`config.mk`:
```
export PLATFORM = sky130hd
export DESIGN_NAME = score_hud
export DESIGN_NICKNAME = d
export VERILOG_FILES = /design/src/rtl/score_hud_pkg.sv /design/src/rtl/score_hud_bcd.sv /design/src/rtl/score_hud.sv
export SDC_FILE = /design/constraint.sdc
export NUM_CORES = 1
export LEC_CHECK = 0
export BUFFER_PORTS_ARGS = -buffer_cell sky130_fd_sc_hd__buf_4
export CAP_MARGIN = 15
export CORE_ASPECT_RATIO = 0.9
export CORE_MARGIN = 4
export CORE_UTILIZATION = 55
export DETAILED_ROUTE_END_ITERATION = 7
export PLACE_DENSITY = 0.78
export SLEW_MARGIN = 10
export SYNTH_ARGS = -nofsm -noshare
export SYNTH_HDL_FRONTEND = slang
export SYNTH_SLANG_ARGS = --single-unit
```
`constraint.sdc`:
```
create_clock -name clk -period 3.3 [get_ports clk]
set_input_delay 0.66 -clock clk [delete_from_list [all_inputs] [get_ports clk]]
set_output_delay 0.66 -clock clk [all_outputs]
set_load 0.1 [all_outputs]
```
`src/rtl/score_hud_pkg.sv`:
```
// Shared types and helpers for the score HUD: character codes, 8x8 font,
// FSM state encoding and the double-dabble digit adjust.
package score_hud_pkg;

    localparam int unsigned LabelChars = 6;

    typedef enum logic [4:0] {
        ChSpace, ChS, ChC, ChO, ChR, ChE, ChB, ChT,
        Ch0, Ch1, Ch2, Ch3, Ch4, Ch5, Ch6, Ch7, Ch8, Ch9
    } char_e;

    typedef enum logic [1:0] {
        StIdle,
        StConv,
        StCommit
    } state_e;

    function automatic int unsigned pow10(input int unsigned n);
        int unsigned p;
        p = 1;
        for (int unsigned i = 0; i < n; i++) begin
            p = p * 10;
        end
        return p;
    endfunction

    function automatic logic [3:0] dd_adjust(input logic [3:0] n);
        return (n >= 4'd5) ? n + 4'd3 : n;
    endfunction

    function automatic char_e digit_char(input logic [3:0] d);
        return char_e'({1'b0, d} + 5'd8);
    endfunction

    // Six drawn rows per glyph, bit 7 leftmost; rows 6..7 are always blank.
    function automatic logic [7:0] font_row(input char_e c, input logic [2:0] row);
        logic [47:0] g;
        case (c)
            ChS:     g = 48'h78_80_70_08_08_F0;
            ChC:     g = 48'h78_80_80_80_80_78;
            ChO:     g = 48'h70_88_88_88_88_70;
            ChR:     g = 48'hF0_88_F0_A0_90_88;
            ChE:     g = 48'hF8_80_F0_80_80_F8;
            ChB:     g = 48'hF0_88_F0_88_88_F0;
            ChT:     g = 48'hF8_20_20_20_20_20;
            Ch0:     g = 48'h70_88_98_A8_C8_70;
            Ch1:     g = 48'h20_60_20_20_20_70;
            Ch2:     g = 48'h70_88_10_20_40_F8;
            Ch3:     g = 48'hF0_08_70_08_08_F0;
            Ch4:     g = 48'h90_90_F8_10_10_10;
            Ch5:     g = 48'hF8_80_F0_08_08_F0;
            Ch6:     g = 48'h70_80_F0_88_88_70;
            Ch7:     g = 48'hF8_08_10_20_20_20;
            Ch8:     g = 48'h70_88_70_88_88_70;
            Ch9:     g = 48'h70_88_78_08_08_70;
            default: g = 48'h0;
        endcase
        case (row)
            3'd0:    return g[47:40];
            3'd1:    return g[39:32];
            3'd2:    return g[31:24];
            3'd3:    return g[23:16];
            3'd4:    return g[15:8];
            3'd5:    return g[7:0];
            default: return 8'h00;
        endcase
    endfunction

endpackage

```
`src/rtl/score_hud_bcd.sv`:
```
// Iterative double-dabble binary-to-BCD converter: one bit per clock, SCORE_W
// clocks from start to the single-cycle done pulse.
module score_hud_bcd
    import score_hud_pkg::*;
#(
    parameter int unsigned SCORE_W = 10,
    parameter int unsigned DIGITS  = 3
) (
    input  logic                  clk,
    input  logic                  rst_n,
    input  logic                  i_start,
    input  logic [SCORE_W-1:0]    i_bin,
    output logic                  o_busy,
    output logic                  o_done,
    output logic [4*DIGITS-1:0]   o_bcd
);

    localparam int unsigned BcdW = 4 * DIGITS;
    localparam int unsigned CntW = $clog2(SCORE_W + 1);

    logic [SCORE_W-1:0] r_bin;
    logic [BcdW-1:0]    r_bcd;
    logic [CntW-1:0]    r_cnt;
    logic               r_busy;
    logic               r_done;
    logic [BcdW-1:0]    w_adj;

    always_comb begin
        w_adj = r_bcd;
        for (int i = 0; i < int'(DIGITS); i++) begin
            w_adj[4*i +: 4] = dd_adjust(r_bcd[4*i +: 4]);
        end
    end

    // The start cycle shifts in the first bit directly; the BCD is zero so no adjust.
    always_ff @(posedge clk or negedge rst_n) begin
        if (!rst_n) begin
            r_bin  <= '0;
            r_bcd  <= '0;
            r_cnt  <= '0;
            r_busy <= 1'b0;
            r_done <= 1'b0;
        end else begin
            r_done <= 1'b0;
            if (i_start) begin
                r_bcd  <= BcdW'(i_bin[SCORE_W-1]);
                r_bin  <= i_bin << 1;
                r_cnt  <= CntW'(SCORE_W - 1);
                r_busy <= 1'b1;
            end else if (r_busy) begin
                r_bcd <= {w_adj[BcdW-2:0], r_bin[SCORE_W-1]};
                r_bin <= r_bin << 1;
                r_cnt <= r_cnt - CntW'(1);
                if (r_cnt == CntW'(1)) begin
                    r_busy <= 1'b0;
                    r_done <= 1'b1;
                end
            end
        end
    end

    assign o_busy = r_busy;
    assign o_done = r_done;
    assign o_bcd  = r_bcd;

endmodule

```
`src/rtl/score_hud.sv`:
```
// Frame-synchronous score HUD: per-frame score capture, BCD conversion and a
// registered text-pixel output. Define SCORE_HUD_BEST_EN for the best-score row.
module score_hud
    import score_hud_pkg::*;
#(
    parameter int unsigned SCALE        = 2,
    parameter int unsigned DIGITS       = 3,
    parameter int unsigned SCORE_W      = 10,
    parameter int unsigned X0           = 640 - 8 * (6 + DIGITS) * SCALE - 8,
    parameter int unsigned Y0           = 16,
    parameter int unsigned BLINK_FRAMES = 16,
    parameter logic [11:0] FG           = 12'hFFF,
    parameter logic [11:0] HI_FG        = 12'hFF0
) (
    input  logic               clk,
    input  logic               rst_n,
    input  logic               i_frame_tick,
    input  logic [SCORE_W-1:0] i_score,
    input  logic               i_clr_best,
    input  logic [9:0]         i_x,
    input  logic [9:0]         i_y,
    output logic               o_on,
    output logic [11:0]        o_rgb
);

    localparam int unsigned NumChars = LabelChars + DIGITS;
    localparam int unsigned CellW    = 8 * SCALE;
    localparam int unsigned BcdW     = 4 * DIGITS;
    localparam int unsigned MaxVal   = pow10(DIGITS) - 1;
    localparam logic [9:0]  XLo      = 10'(X0);
    localparam logic [9:0]  XHi      = 10'(X0 + NumChars * CellW);
    localparam logic [9:0]  Y0Lo     = 10'(Y0);
    localparam logic [9:0]  Y0Hi     = 10'(Y0 + 8 * SCALE);
    localparam logic [9:0]  Y1Lo     = 10'(Y0 + 10 * SCALE);
    localparam logic [9:0]  Y1Hi     = 10'(Y0 + 18 * SCALE);
    localparam logic [9:0]  CellW10  = 10'(CellW);
    localparam logic [9:0]  Scale10  = 10'(SCALE);
    localparam logic [9:0]  Label10  = 10'(LabelChars);

    function automatic logic [DIGITS-1:0] lz_blank(input logic [BcdW-1:0] b);
        logic [DIGITS-1:0] m;
        logic              lead;
        m    = '0;
        lead = 1'b1;
        for (int k = int'(DIGITS) - 1; k > 0; k--) begin
            if (lead && (b[4*k +: 4] == 4'd0)) begin
                m[k] = 1'b1;
            end else begin
                lead = 1'b0;
            end
        end
        return m;
    endfunction

    state_e             r_state;
    logic [SCORE_W-1:0] r_cap;
    logic               r_start;
    logic [BcdW-1:0]    r_disp_bcd;
    logic               r_on;
    logic [11:0]        r_rgb;

    logic [SCORE_W-1:0] w_sat;
    logic               w_done;
    logic               w_unused_busy;
    logic [BcdW-1:0]    w_bcd;
    logic               w_commit;

    assign w_sat    = (32'(i_score) > MaxVal) ? SCORE_W'(MaxVal) : i_score;
    assign w_commit = (r_state == StCommit);

    score_hud_bcd #(
        .SCORE_W (SCORE_W),
        .DIGITS  (DIGITS)
    ) u_bcd (
        .clk     (clk),
        .rst_n   (rst_n),
        .i_start (r_start),
        .i_bin   (r_cap),
        .o_busy  (w_unused_busy),
        .o_done  (w_done),
        .o_bcd   (w_bcd)
    );

    always_ff @(posedge clk or negedge rst_n) begin
        if (!rst_n) begin
            r_state    <= StIdle;
            r_cap      <= '0;
            r_start    <= 1'b0;
            r_disp_bcd <= '0;
        end else begin
            r_start <= 1'b0;
            unique case (r_state)
                StIdle: begin
                    if (i_frame_tick) begin
                        r_cap   <= w_sat;
                        r_start <= 1'b1;
                        r_state <= StConv;
                    end
                end
                StConv: begin
                    if (w_done) begin
                        r_state <= StCommit;
                    end
                end
                StCommit: begin
                    r_disp_bcd <= w_bcd;
                    r_state    <= StIdle;
                end
                default: r_state <= StIdle;
            endcase
        end
    end

    logic [BcdW-1:0] w_best_bcd;
    logic            w_blink_on;
    logic            w_hide;
    logic            w_best_row_en;

`ifdef SCORE_HUD_BEST_EN
    logic [SCORE_W-1:0] r_best_bin;
    logic [BcdW-1:0]    r_best_bcd;
    logic [7:0]         r_blink_cnt;

    // A clear in the commit cycle wins over recording a new best.
    always_ff @(posedge clk or negedge rst_n) begin
        if (!rst_n) begin
            r_best_bin  <= '0;
            r_best_bcd  <= '0;
            r_blink_cnt <= '0;
        end else if (i_clr_best) begin
            r_best_bin  <= '0;
            r_best_bcd  <= '0;
            r_blink_cnt <= '0;
        end else if (w_commit && (r_cap > r_best_bin)) begin
            r_best_bin  <= r_cap;
            r_best_bcd  <= w_bcd;
            r_blink_cnt <= 8'(BLINK_FRAMES);
        end else if (i_frame_tick && (r_blink_cnt != 8'd0)) begin
            r_blink_cnt <= r_blink_cnt - 8'd1;
        end
    end

    assign w_best_bcd    = r_best_bcd;
    assign w_blink_on    = (r_blink_cnt != 8'd0);
    assign w_hide        = w_blink_on && r_blink_cnt[1];
    assign w_best_row_en = 1'b1;
`else
    logic w_unused_clr;

    assign w_unused_clr  = i_clr_best;
    assign w_best_bcd    = '0;
    assign w_blink_on    = 1'b0;
    assign w_hide        = 1'b0;
    assign w_best_row_en = 1'b0;
`endif

    logic [DIGITS-1:0] w_disp_blank;
    logic [DIGITS-1:0] w_best_blank;

    assign w_disp_blank = lz_blank(r_disp_bcd);
    assign w_best_blank = lz_blank(w_best_bcd);

    logic [9:0]        w_dx;
    logic [9:0]        w_dy;
    logic [9:0]        w_char;
    logic [9:0]        w_pos;
    logic [2:0]        w_col;
    logic [2:0]        w_frow;
    logic              w_in_x;
    logic              w_row0;
    logic              w_row1;
    logic [BcdW-1:0]   w_row_bcd;
    logic [DIGITS-1:0] w_row_blank;
    logic [3:0]        w_nib;
    logic              w_lz;
    char_e             w_label;
    char_e             w_glyph_char;
    logic [7:0]        w_glyph;
    logic              w_on;
    logic [11:0]       w_colour;

    always_comb begin
        w_dx        = i_x - XLo;
        w_char      = w_dx / CellW10;
        w_col       = 3'((w_dx % CellW10) / Scale10);
        w_in_x      = (i_x >= XLo) && (i_x < XHi);
        w_row0      = w_in_x && (i_y >= Y0Lo) && (i_y < Y0Hi);
        w_row1      = w_best_row_en && w_in_x && (i_y >= Y1Lo) && (i_y < Y1Hi);
        w_dy        = w_row1 ? (i_y - Y1Lo) : (i_y - Y0Lo);
        w_frow      = 3'(w_dy / Scale10);
        w_row_bcd   = w_row1 ? w_best_bcd : r_disp_bcd;
        w_row_blank = w_row1 ? w_best_blank : w_disp_blank;

        // Digit cells run most-significant first, so cell LabelChars is nibble DIGITS-1.
        w_pos = w_char - Label10;
        w_nib = 4'd0;
        w_lz  = 1'b0;
        for (int k = 0; k < int'(DIGITS); k++) begin
            if (w_pos == 10'(int'(DIGITS) - 1 - k)) begin
                w_nib = w_row_bcd[4*k +: 4];
                w_lz  = w_row_blank[k];
            end
        end

        w_label = ChSpace;
        if (w_row1) begin
            case (w_char[2:0])
                3'd0:    w_label = ChB;
                3'd1:    w_label = ChE;
                3'd2:    w_label = ChS;
                3'd3:    w_label = ChT;
                default: w_label = ChSpace;
            endcase
        end else begin
            case (w_char[2:0])
                3'd0:    w_label = ChS;
                3'd1:    w_label = ChC;
                3'd2:    w_label = ChO;
                3'd3:    w_label = ChR;
                3'd4:    w_label = ChE;
                default: w_label = ChSpace;
            endcase
        end

        if (w_char < Label10) begin
            w_glyph_char = w_label;
        end else if (w_lz || (w_row1 && w_hide)) begin
            w_glyph_char = ChSpace;
        end else begin
            w_glyph_char = digit_char(w_nib);
        end

        w_glyph  = font_row(w_glyph_char, w_frow);
        w_on     = (w_row0 || w_row1) && w_glyph[3'd7 - w_col];
        w_colour = (w_row1 && w_blink_on) ? HI_FG : FG;
    end

    always_ff @(posedge clk or negedge rst_n) begin
        if (!rst_n) begin
            r_on  <= 1'b0;
            r_rgb <= 12'h000;
        end else begin
            r_on  <= w_on;
            r_rgb <= w_on ? w_colour : 12'h000;
        end
    end

    assign o_on  = r_on;
    assign o_rgb = r_rgb;

endmodule

```
# Word level (Yosys, flattened, before mapping)
# Memory sizes are Yosys's and may differ from the RTL's.
# Cells that the tools add are included.
dict set report word_totals {
  mem_bits_ro 928
  input_bits 34
  out_inout_bits 13
  n_memories 1
  register_bits 66
}
# memory words width rd rd_clocked_by_memory_dff write_ports line_no
set memory_table {}
lappend memory_table {{(no name shown)} 32 29 1 0 0 score_hud_pkg.sv:38} ;# case (c)
dict set report op_classes {
  eq_ne 16
  addsub 9
  n_reduce_logical 14
  order_cmp 10
  muxes 35
}
# cell n
set op_table {}
lappend op_table {{$pmux W8 S6} 1}
lappend op_table {{$mux W12} 3}
lappend op_table {{$mux W10} 3}
lappend op_table {{$mux W4} 7}
lappend op_table {{$pmux W3 S5} 1}
lappend op_table {{$mux W1} 13}
lappend op_table {{$eq A3 B2 Y1 const B} 4}
lappend op_table {{$ge A4 B3 Y1 const B} 3}
lappend op_table {{$eq A10 B1 Y1 const B} 1}
lappend op_table {{$eq A10 B2 Y1 const B} 1}
lappend op_table {{$ge A10 B5 Y1 const B} 1}
lappend op_table {{$ge A10 B9 Y1 const B} 1}
lappend op_table {{$gt A10 B10 Y1 const B} 1}
lappend op_table {{$logic_not A10 Y1} 1}
lappend op_table {{$lt A10 B10 Y1 const B} 1}
lappend op_table {{$lt A10 B6 Y1 const B} 1}
lappend op_table {{$mux W5} 2}
lappend op_table {{$sub A10 B9 Y10 const B} 1}
lappend op_table {{$eq A3 B3 Y1 const B} 3}
lappend op_table {{$add A4 B2 Y4 const B} 2}
lappend op_table {{$logic_not A4 Y1} 2}
lappend op_table {{$sub A4 B1 Y4 const B} 2}
lappend op_table {{$sub A6 B3 Y7 const B} 1}
lappend op_table {{$eq A3 B1 Y1 const B} 2}
lappend op_table {{19 further kinds} 26}

# Depth between registers and ports, before layout
# Gate-level depths: netlist (run 1).
# An unclocked memory read counts as a cell.
dict set report logic_depth {
  word_depth 15
  ltp_mapped 20
  depth_no_buf 18
}

# Cells and area by module
# A second synthesis (run 1) with hierarchy kept.
dict set report unflattened {
  hier_cells 492
  area_unflattened_um2 4345.4
}
# mod area_per_inst_um2 n_inst cells_each
set by_module_without_submodules {}
lappend by_module_without_submodules {score_hud 2881.5 1 341}
lappend by_module_without_submodules {score_hud_bcd 1463.9 1 151}

# Least setup slack after synthesis (run 1)
# Ideal clock, no wire load.
dict set report synth_path {
  path_kind {in2reg}
  start {in i_x[3]}
  end {reg r_rgb[10], in the netlist o_rgb[10]}
  cell_stages 18
  path_slack_ns -0.925
  setup_time_ns 0.141
  t_required_ns 3.159
  t_arrival_ns 4.085
  path_cell_list {inv_1 -> ha_1 -> xnor2_4 -> ha_1 -> xor2_1 -> a2bb2oi_2 -> xnor2_1 -> a2bb2oi_2 -> o21ai_2 -> clkbuf_1 -> ha_1 -> nor2_1 -> a31oi_1 -> a2bb2oi_1 -> o22ai_1 -> o31a_1 -> nor4_1 -> a2111oi_2}
}
dict set report synth_between {
  elab_chain_cells 15
  word_cells_on_any_way 32
}
# item line_no
set synth_rtl {}
lappend synth_rtl {{start, declared} score_hud.sv:20} ;# input logic [9:0] i_x,
lappend synth_rtl {{$sub A10 B9 Y10} score_hud.sv:183} ;# w_dx = i_x - XLo;
lappend synth_rtl {{$sub A6 B3 Y7} score_hud.sv:195} ;# w_pos = w_char - Label10;
lappend synth_rtl {{$eq A10 B2 Y1} score_hud.sv:199} ;# if (w_pos == 10'(int'(DIGITS) - 1 - k)) begin
lappend synth_rtl {{$mux W4 (3 in a row)} score_hud.sv:199}
lappend synth_rtl {{$add A4 B4 Y5} score_hud_pkg.sv:32} ;# return char_e'({1'b0, d} + 5'd8);
lappend synth_rtl {{$mux W5} score_hud.sv:227} ;# end else if (w_lz || (w_row1 && w_hide)) begin
lappend synth_rtl {{$mux W5} score_hud.sv:225} ;# if (w_char < Label10) begin
lappend synth_rtl {{$mem_v2 Z32 W29} --}
lappend synth_rtl {{$pmux W8 S6} score_hud_pkg.sv:58} ;# case (row)
lappend synth_rtl {{$bmux W1 S3} score_hud.sv:234} ;# w_on = (w_row0 || w_row1) && w_glyph[3'd7 - w_col];
lappend synth_rtl {{$mux W1 (not written as such)} score_hud.sv:234}
lappend synth_rtl {{$logic_and A1 B1 Y1 (*)} score_hud.sv:234}
lappend synth_rtl {{net w_on} score_hud.sv:179} ;# logic w_on;
lappend synth_rtl {{$mux W12 (*)} score_hud.sv:244} ;# r_rgb <= w_on ? w_colour : 12'h000;
lappend synth_rtl {{end signal, assigned} score_hud.sv:244}
lappend synth_rtl {{end, declared} score_hud.sv:60} ;# logic [11:0] r_rgb;
# Mark *: on every way through the listed nets, which the timed path passes. The rest lies on a longest branch. The select of a mux whose other input is x is not followed.
# A chain may end at the register's enable or synchronous reset.

# Worst setup path in the final report (run 1)
dict set report layout_path {
  start {in i_x[4]}
  end {reg r_rgb[10], in the netlist o_rgb[10]}
}
# Same word-level chain as after synthesis.

==> results of run 1 <==
## area by class of cell
cell class / count / area (um^2) / area share [%]
tap: 93 / 116 / 2.06
multi-input combinational: 357 / 2810 / 49.9
timing repair buffer: 143 / 1160 / 20.5
clock inverter: 3 / 26.3 / 0.466
clock buffer: 5 / 68.8 / 1.22
sequential: 53 / 1330 / 23.5
inverter: 25 / 126 / 2.24
## cells in the mapped netlist (11+ instances only)
cell / n
nand2_1: 45
buf_4: 16
inv_1: 24
mux2i_1: 26
ha_1: 17
nor2_1: 26
mux2_2: 11
nand3_1: 17
a21oi_1: 21
clkbuf_1: 13
xnor2_1: 12
nor3_1: 12
dfrtp_1: 53
o21ai_0: 40
## worst min-delay path by stage
stage	slack [ps]	cells past startpoint	startpoint	endpoint
2_1_floorplan	360	0	rst_n	o_rgb[10]
3_3_place_gp	460	1	r_state[1]	r_state[0]
3_5_place_dp	480	2	r_cap[6]	u_bcd.r_bin[7]
4_1_cts	380	1	rst_n	r_cap[1]
5_1_grt	390	1	rst_n	r_cap[1]
6_report	360	1	rst_n	r_cap[1]
## routing by layer
metal / routed length [um] / vias up / track usage (%)
li1: - / 1941 / -
met1: 5160 / 2038 / 35.0
met2: 6220 / 171 / 44.4
met3: 848 / 45 / 3.40
met4: 392 / 0 / 9.20
met5: 0 / - / 0
## report_power, final
| part | internal, mW | switching (mW) |
|---|---|---|
| logic | 0.707 | 0.719 |
| clock network | 0.155 | 0.241 |
| registers | 0.906 | 0.259 |
| total | 1.77 | 1.22 |
## state kept, by name (all words and copies together), names as in the netlist, 2 cells and up
name         flops
u_bcd.o_bcd     12
r_cap           10
r_disp_bcd      12
u_bcd.r_cnt      4
r_state          2
u_bcd.r_bin      9
## critical path: stages
cell and delay [ps]:
buf_12 100, inv_12 30, ha_4 170, xnor2_4 150, ha_4 190, and4bb_2 310
a32oi_2 100, or2_1 250, a311oi_2 260, buf_4 180, a21oi_2 50, buf_4 180
buf_4 150, a31oi_1 170, a21oi_1 110, o21ai_0 260, nor3_2 110, a2111oi_2 290
## repair_timing
action | in CTS | in global routing
gates resized for setup | 26 | 34
gates cloned | 0 | 0
setup buffers | 7 | 9
hold buffers | 0 | 0
endpoints found under the setup margin | 1 | 1
pin swaps | 17 | 22
## cells by family (layout without fill, tap and decap cells)
family	after synthesis	count (layout)	synth area share [%]
AND/OR/NAND/NOR	154	154	19.1
AO/OA/AOI/OAI	131	131	22.0
buffers and inverters	66	176	8.63
flip-flops	53	53	31.7
multiplexers	38	38	9.50
adder cells (fa/ha/maj)	17	17	5.08
XOR/XNOR	17	17	4.00
## per-stage QoR
step	worst slack (ps)	std cells
detailed placement	-708	655
floorplan	-411	476
global placement	-584	655
CTS	-99.6	670
finish	-224	679
global route	-354	679
## layout by cell type (no fill, tap or decap), types with 7 or more instances in the layout
master,n
mux2_2,11
nor3_1,11
buf_4,130
inv_1,21
nor2_2,7
xnor2_1,9
dfrtp_1,53
nor2_1,20
buf_6,9
nand3_1,17
o21ai_0,38
nand2b_1,8
ha_1,9
nand2_1,42
mux2i_1,25
a21oi_1,20
==> summary.txt, run 1 <==
Yosys
  – Top cell type's share of synthesized area: 31.7%
  – Area leader, netlist: dfrtp_1
  – Area contributors post-synth: dfrtp_1 32%, mux2i_1 6.2%, ha_1 5.1%
  – Post-synth EDFFs: 0
  – Ys flop type: dfrtp_1
  – Fraction of registers with async set/reset: 100%
  – Syn Nets: 527
  – Synth Register Bits: 53
  – Unique masters post-synth: 73
  – Synthesized area: 0.00419 mm^2
  – Synth warn: 0
  – Post-Syn Instances: 476
  – Syn Area/Cell: 8.80 um^2
  – Sequential fraction of the synthesis area: 31.7%

Cells and area
  – Fill cells: 480
  – Final #Nets: 636
  – Number of diodes: 0
  – Share of layout cells above drive strength 1: 38.7%
  – Area added between synthesis and finish: 34.5%
  – Final instance area: 0.00564 mm^2
  – Final Util: 78.0%

Global routing
  – Grt total ovfl: 0
  – Antenna violations before repair: 0
  – Total GRT Usage: 26.5%
  – Number of global-route vias before repair: 4005
  – Pin count of the biggest net entering global routing: 54
  – First-pass GRT wire length: 19.6 mm

CTS
  – TritonCTS clock tree: yes
  – CTS clk-pin slew, worst paths: 120 ps
  – CTS Sinks: 53
  – H-tree depth: 2
  – Number of buffers created by CTS: 5
  – CTS max path bufs: 2
  – CTS Root Cell: clkbuf_8
  – Worst skew pair latency: 320 ps

Worst setup path
  – Worst EP required: 3510 ps
  – FF-to-FF End: o_rgb[10]
  – Worst setup SP type: primary input
  – CP Max Fanout: 10
  – WS Path Type: in2reg
  – Worst R2R Setup Slack: 490 ps
  – Setup crit end kind: register
  – FF-to-FF path depth: 13
  – CP endpoint: o_rgb[10]
  – Crit Reg-Reg Startpoint: r_disp_bcd[5]
  – Critical Path AT: 3740 ps
  – Critical path origin: i_x[4]

Worst hold path
  – Worst Hold Class: in2async

Placement
  – Area post-placement: 0.00513 mm^2
  – Final GP Congestion: 0.923
  – PortBufs: 44
  – Final HPWL DP: 8.87 mm

Detailed routing
  – DR iter-0 viols: 279
  – Via count: 4195
  – First-pass DRT Iterations: 4
  – Routed length per placed instance: 18.6 um
  – ANT nets after route: 0
  – DRC viols: 0
  – Via/cell ratio: 6.18
  – Final WL: 12.6 mm

Timing
  – Worst-case clock skew: 21.6 ps
  – Fin. Hold Viols: 0
  – Hold slack: 358 ps
  – Period minus WS final: 3520 ps
  – Setup ws final: -224 ps
  – Max-Slew Margin vs Limit: 30.8%
  – Final setup fails: 1
  – Period utilization: 107%
  – Worst slew pin tran: 1040 ps
  – Final Slew Violations: 0
  – RSZ-0062 raised after global routing: true
  – Max Freq: 284 MHz
  – Post-route setup TNS: -224 ps

Power and ir drop
  – Leakage power: 2.53 nW
  – Design Power: 2.99 mW
  – Worst vdd ir: 0.570 mV
  – PwrDens: 530 mW/mm^2

Run status
  – Status: finished, violations left
  – Failing checks: setup timing

Die
  – Starting density of the core: 58.0%
  – Placeable core area: 0.00722 mm^2
  – Core Rows: 29
  – DIE AREA: 0.00908 mm^2
  – Die height: 90.8 um
  – Top-level I/O count: 47
  – Die Wd: 100 um

Flow run
  – Max-cap violations: 0
No activity file was read; power rests on OpenSTA's default activity.
==> inputs of run 2 (changes only) <==
--- a/config.mk
+++ b/config.mk
@@ -8,3 +8,3 @@
 export BUFFER_PORTS_ARGS = -buffer_cell sky130_fd_sc_hd__buf_4
-export CAP_MARGIN = 15
+export CAP_MARGIN = 30
 export CORE_ASPECT_RATIO = 0.9
@@ -14,3 +14,2 @@
 export PLACE_DENSITY = 0.78
-export SLEW_MARGIN = 10
 export SYNTH_ARGS = -nofsm -noshare
==> constraint.sdc (replaced) <==
create_clock -name clk -period 3.3 [get_ports clk]
set_input_delay 0.33 -clock clk [delete_from_list [all_inputs] [get_ports clk]]
set_output_delay 0.33 -clock clk [all_outputs]
set_load 0.1 [all_outputs]
==> run 2 against run 1 <==
First-iteration DRC count decreased by 25%. Global-route usage decreased by 1.7 points. Non-clock buffer count decreased by 19. Count of clock-buffer cells in the layout unchanged. Total power decreased by 3.6%. Register-to-register slack about the same. Via count decreased by 6.1%. Largest cell class unchanged. Sequential share of layout area increased by 1.7 points. Critical path depth decreased by 3. The flow now finishes without violations. Setup slack improved by 360 ps. Highest routed layer unchanged.
==> summary.txt, run 2 (synthesis gave the netlist of run 1 again) <==
Placement
  – PortBufs: 44
  – Place WS: -289 ps
  – Area post-placement: 0.00507 mm^2
  – Final GP Congestion: 0.975
  – Final HPWL DP: 8.51 mm

Worst setup path
  – Worst EP required: 3500 ps
  – Bufs and invs on worst path: 3
  – CP max stage cell: a311oi_4
  – CP Max Fanout: 6
  – Worst setup SP type: primary input
  – Crit path cell chain: buf_6 -> inv_12 -> ha_4 -> xnor2_4 -> ha_4 -> and4bb_2 -> a32oi_1 -> or2_1 -> a311oi_4 -> a21o_1 -> buf_4 -> o2111ai_1 -> a311oi_2 -> o22ai_1 -> a2111oi_2
  – Critical Path Max Stage Delay: 400 ps
  – Critical path origin: i_x[4]
  – Setup crit end kind: register
  – FF-to-FF End: o_rgb[10]
  – CP top delay family: compound AO/OA/AOI/OAI gates
  – CP endpoint: o_rgb[10]
  – Crit path depth: 15
  – WS Path Type: in2reg
  – Worst R2R Setup Slack: 490 ps
  – Critical Path AT: 3370 ps
  – Crit Reg-Reg Startpoint: r_disp_bcd[4]
  – FF-to-FF path depth: 11
  – Most frequent CP cell: ha_4

Power and ir drop
  – PwrDens: 547 mW/mm^2
  – Leakage power: 2.39 nW
  – Worst vdd ir: 0.638 mV

Die
  – DIE AREA: 0.00908 mm^2
  – Starting density of the core: 58.0%
  – Die height: 90.8 um
  – Core Rows: 29
  – Die Wd: 100 um
  – Top-level I/O count: 47
  – Placeable core area: 0.00722 mm^2

Global routing
  – Met2 Track Usage GR: 39.9%
  – Antenna violations before repair: 0
  – Pin count of the biggest net entering global routing: 54
  – Grt total ovfl: 0
  – Number of global-route vias before repair: 3858
  – GR peak layer: met2
  – Total GRT Usage: 24.8%
  – Grt met3 use: 4.56%
  – Met1 Usage GRT: 33.6%
  – First-pass GRT wire length: 18.5 mm

Cells and area
  – Multi-input gate area: 0.00262 mm^2
  – Commonest non-fill, non-tap cells in the layout: 119 x buf_4, 53 x dfrtp_1, 45 x nand2_1
  – Final instance area: 0.00526 mm^2
  – Share of layout cells above drive strength 1: 32.3%
  – Most common cell after layout, fill and taps aside: buf_4
  – Storage element area: 0.00133 mm^2
  – Fill cells: 536
  – Final #Nets: 617
  – Final Util: 72.9%
  – Number of diodes: 0
  – Area added between synthesis and finish: 25.6%

Detailed routing
  – DR iter-0 viols: 209
  – Final WL: 11.2 mm
  – Routed length per placed instance: 17.0 um
  – Via/cell ratio: 5.97
  – Via count: 3940
  – DRC viols: 0
  – First-pass DRT Iterations: 4
  – ANT nets after route: 0

Timing
  – Hold slack: 43.2 ps
  – Worst-case clock skew: 20.0 ps
  – Final setup fails: 0
  – Setup ws final: 136 ps
  – Fin. Hold Viols: 0
  – Max-Slew Margin vs Limit: 55.8%
  – Period minus WS final: 3160 ps
  – Period utilization: 95.9%
  – Final Slew Violations: 0
  – RSZ-0062 raised after global routing: false
  – Max Freq: 316 MHz
  – Worst slew pin tran: 663 ps
  – Post-route setup TNS: 0 ps

CTS
  – TritonCTS clock tree: yes
  – CTS max path bufs: 2
  – H-tree depth: 2
  – CTS Sinks: 53
  – Worst skew pair latency: 310 ps
  – Number of buffers created by CTS: 5
  – CTS clk-pin slew, worst paths: 110 ps
  – CTS Root Cell: clkbuf_8
  – Hold-fix buffers at CTS: 0

Worst hold path
  – Worst Hold Class: in2async

Run status
  – Status: completed

Flow run
  – Max-cap violations: 0
run 2: what timing repair did:
action                                  in CTS  in global routing
buffers inserted                             0                  4
resized for setup                            0                  9
endpoints found under the setup margin       0                  1
endpoints found under the hold margin        0                  0
run 2: where the power goes:
part / switching, mW / internal, mW
clock: 0.229 / 0.154
sequential: 0.215 / 0.906
combinational: 0.702 / 0.676
total: 1.15 / 1.74
run 2: how the worst min path moves through the flow:
stage / startpoint / endpoint / slack, ps
CTS: rst_n / r_disp_bcd[4] / 60
finish: rst_n / u_bcd.r_bin[1] / 40
floorplan: rst_n / o_rgb[10] / 30
detailed placement: rst_n / r_cap[1] / 400
global route: rst_n / u_bcd.r_bin[1] / 80
global placement: rst_n / r_cap[0] / 400
run 2: final cells by class:
class | instances | share of cell area, %
inverters | 25 | 2.31
clock buffers | 5 | 1.31
flip-flops and latches | 53 | 25.2
clock inverters | 3 | 0.476
well taps | 93 | 2.21
repair buffers | 124 | 18.7
multi-input cells | 357 | 49.8
run 2: through the flow:
step	total power, mW	std cells
final	2.88	660
after global routing	3.12	660
after CTS	2.85	655
after detailed placement	2.46	647
after global placement	2.39	647
after floorplan	2.03	476
run 2: per-layer routing:
metal | part of all wire [%] | routed length, um
met1 | 42 | 4690
met2 | 49 | 5440
met3 | 7.4 | 826
met4 | 2.2 | 243
met5 | 0 | 0
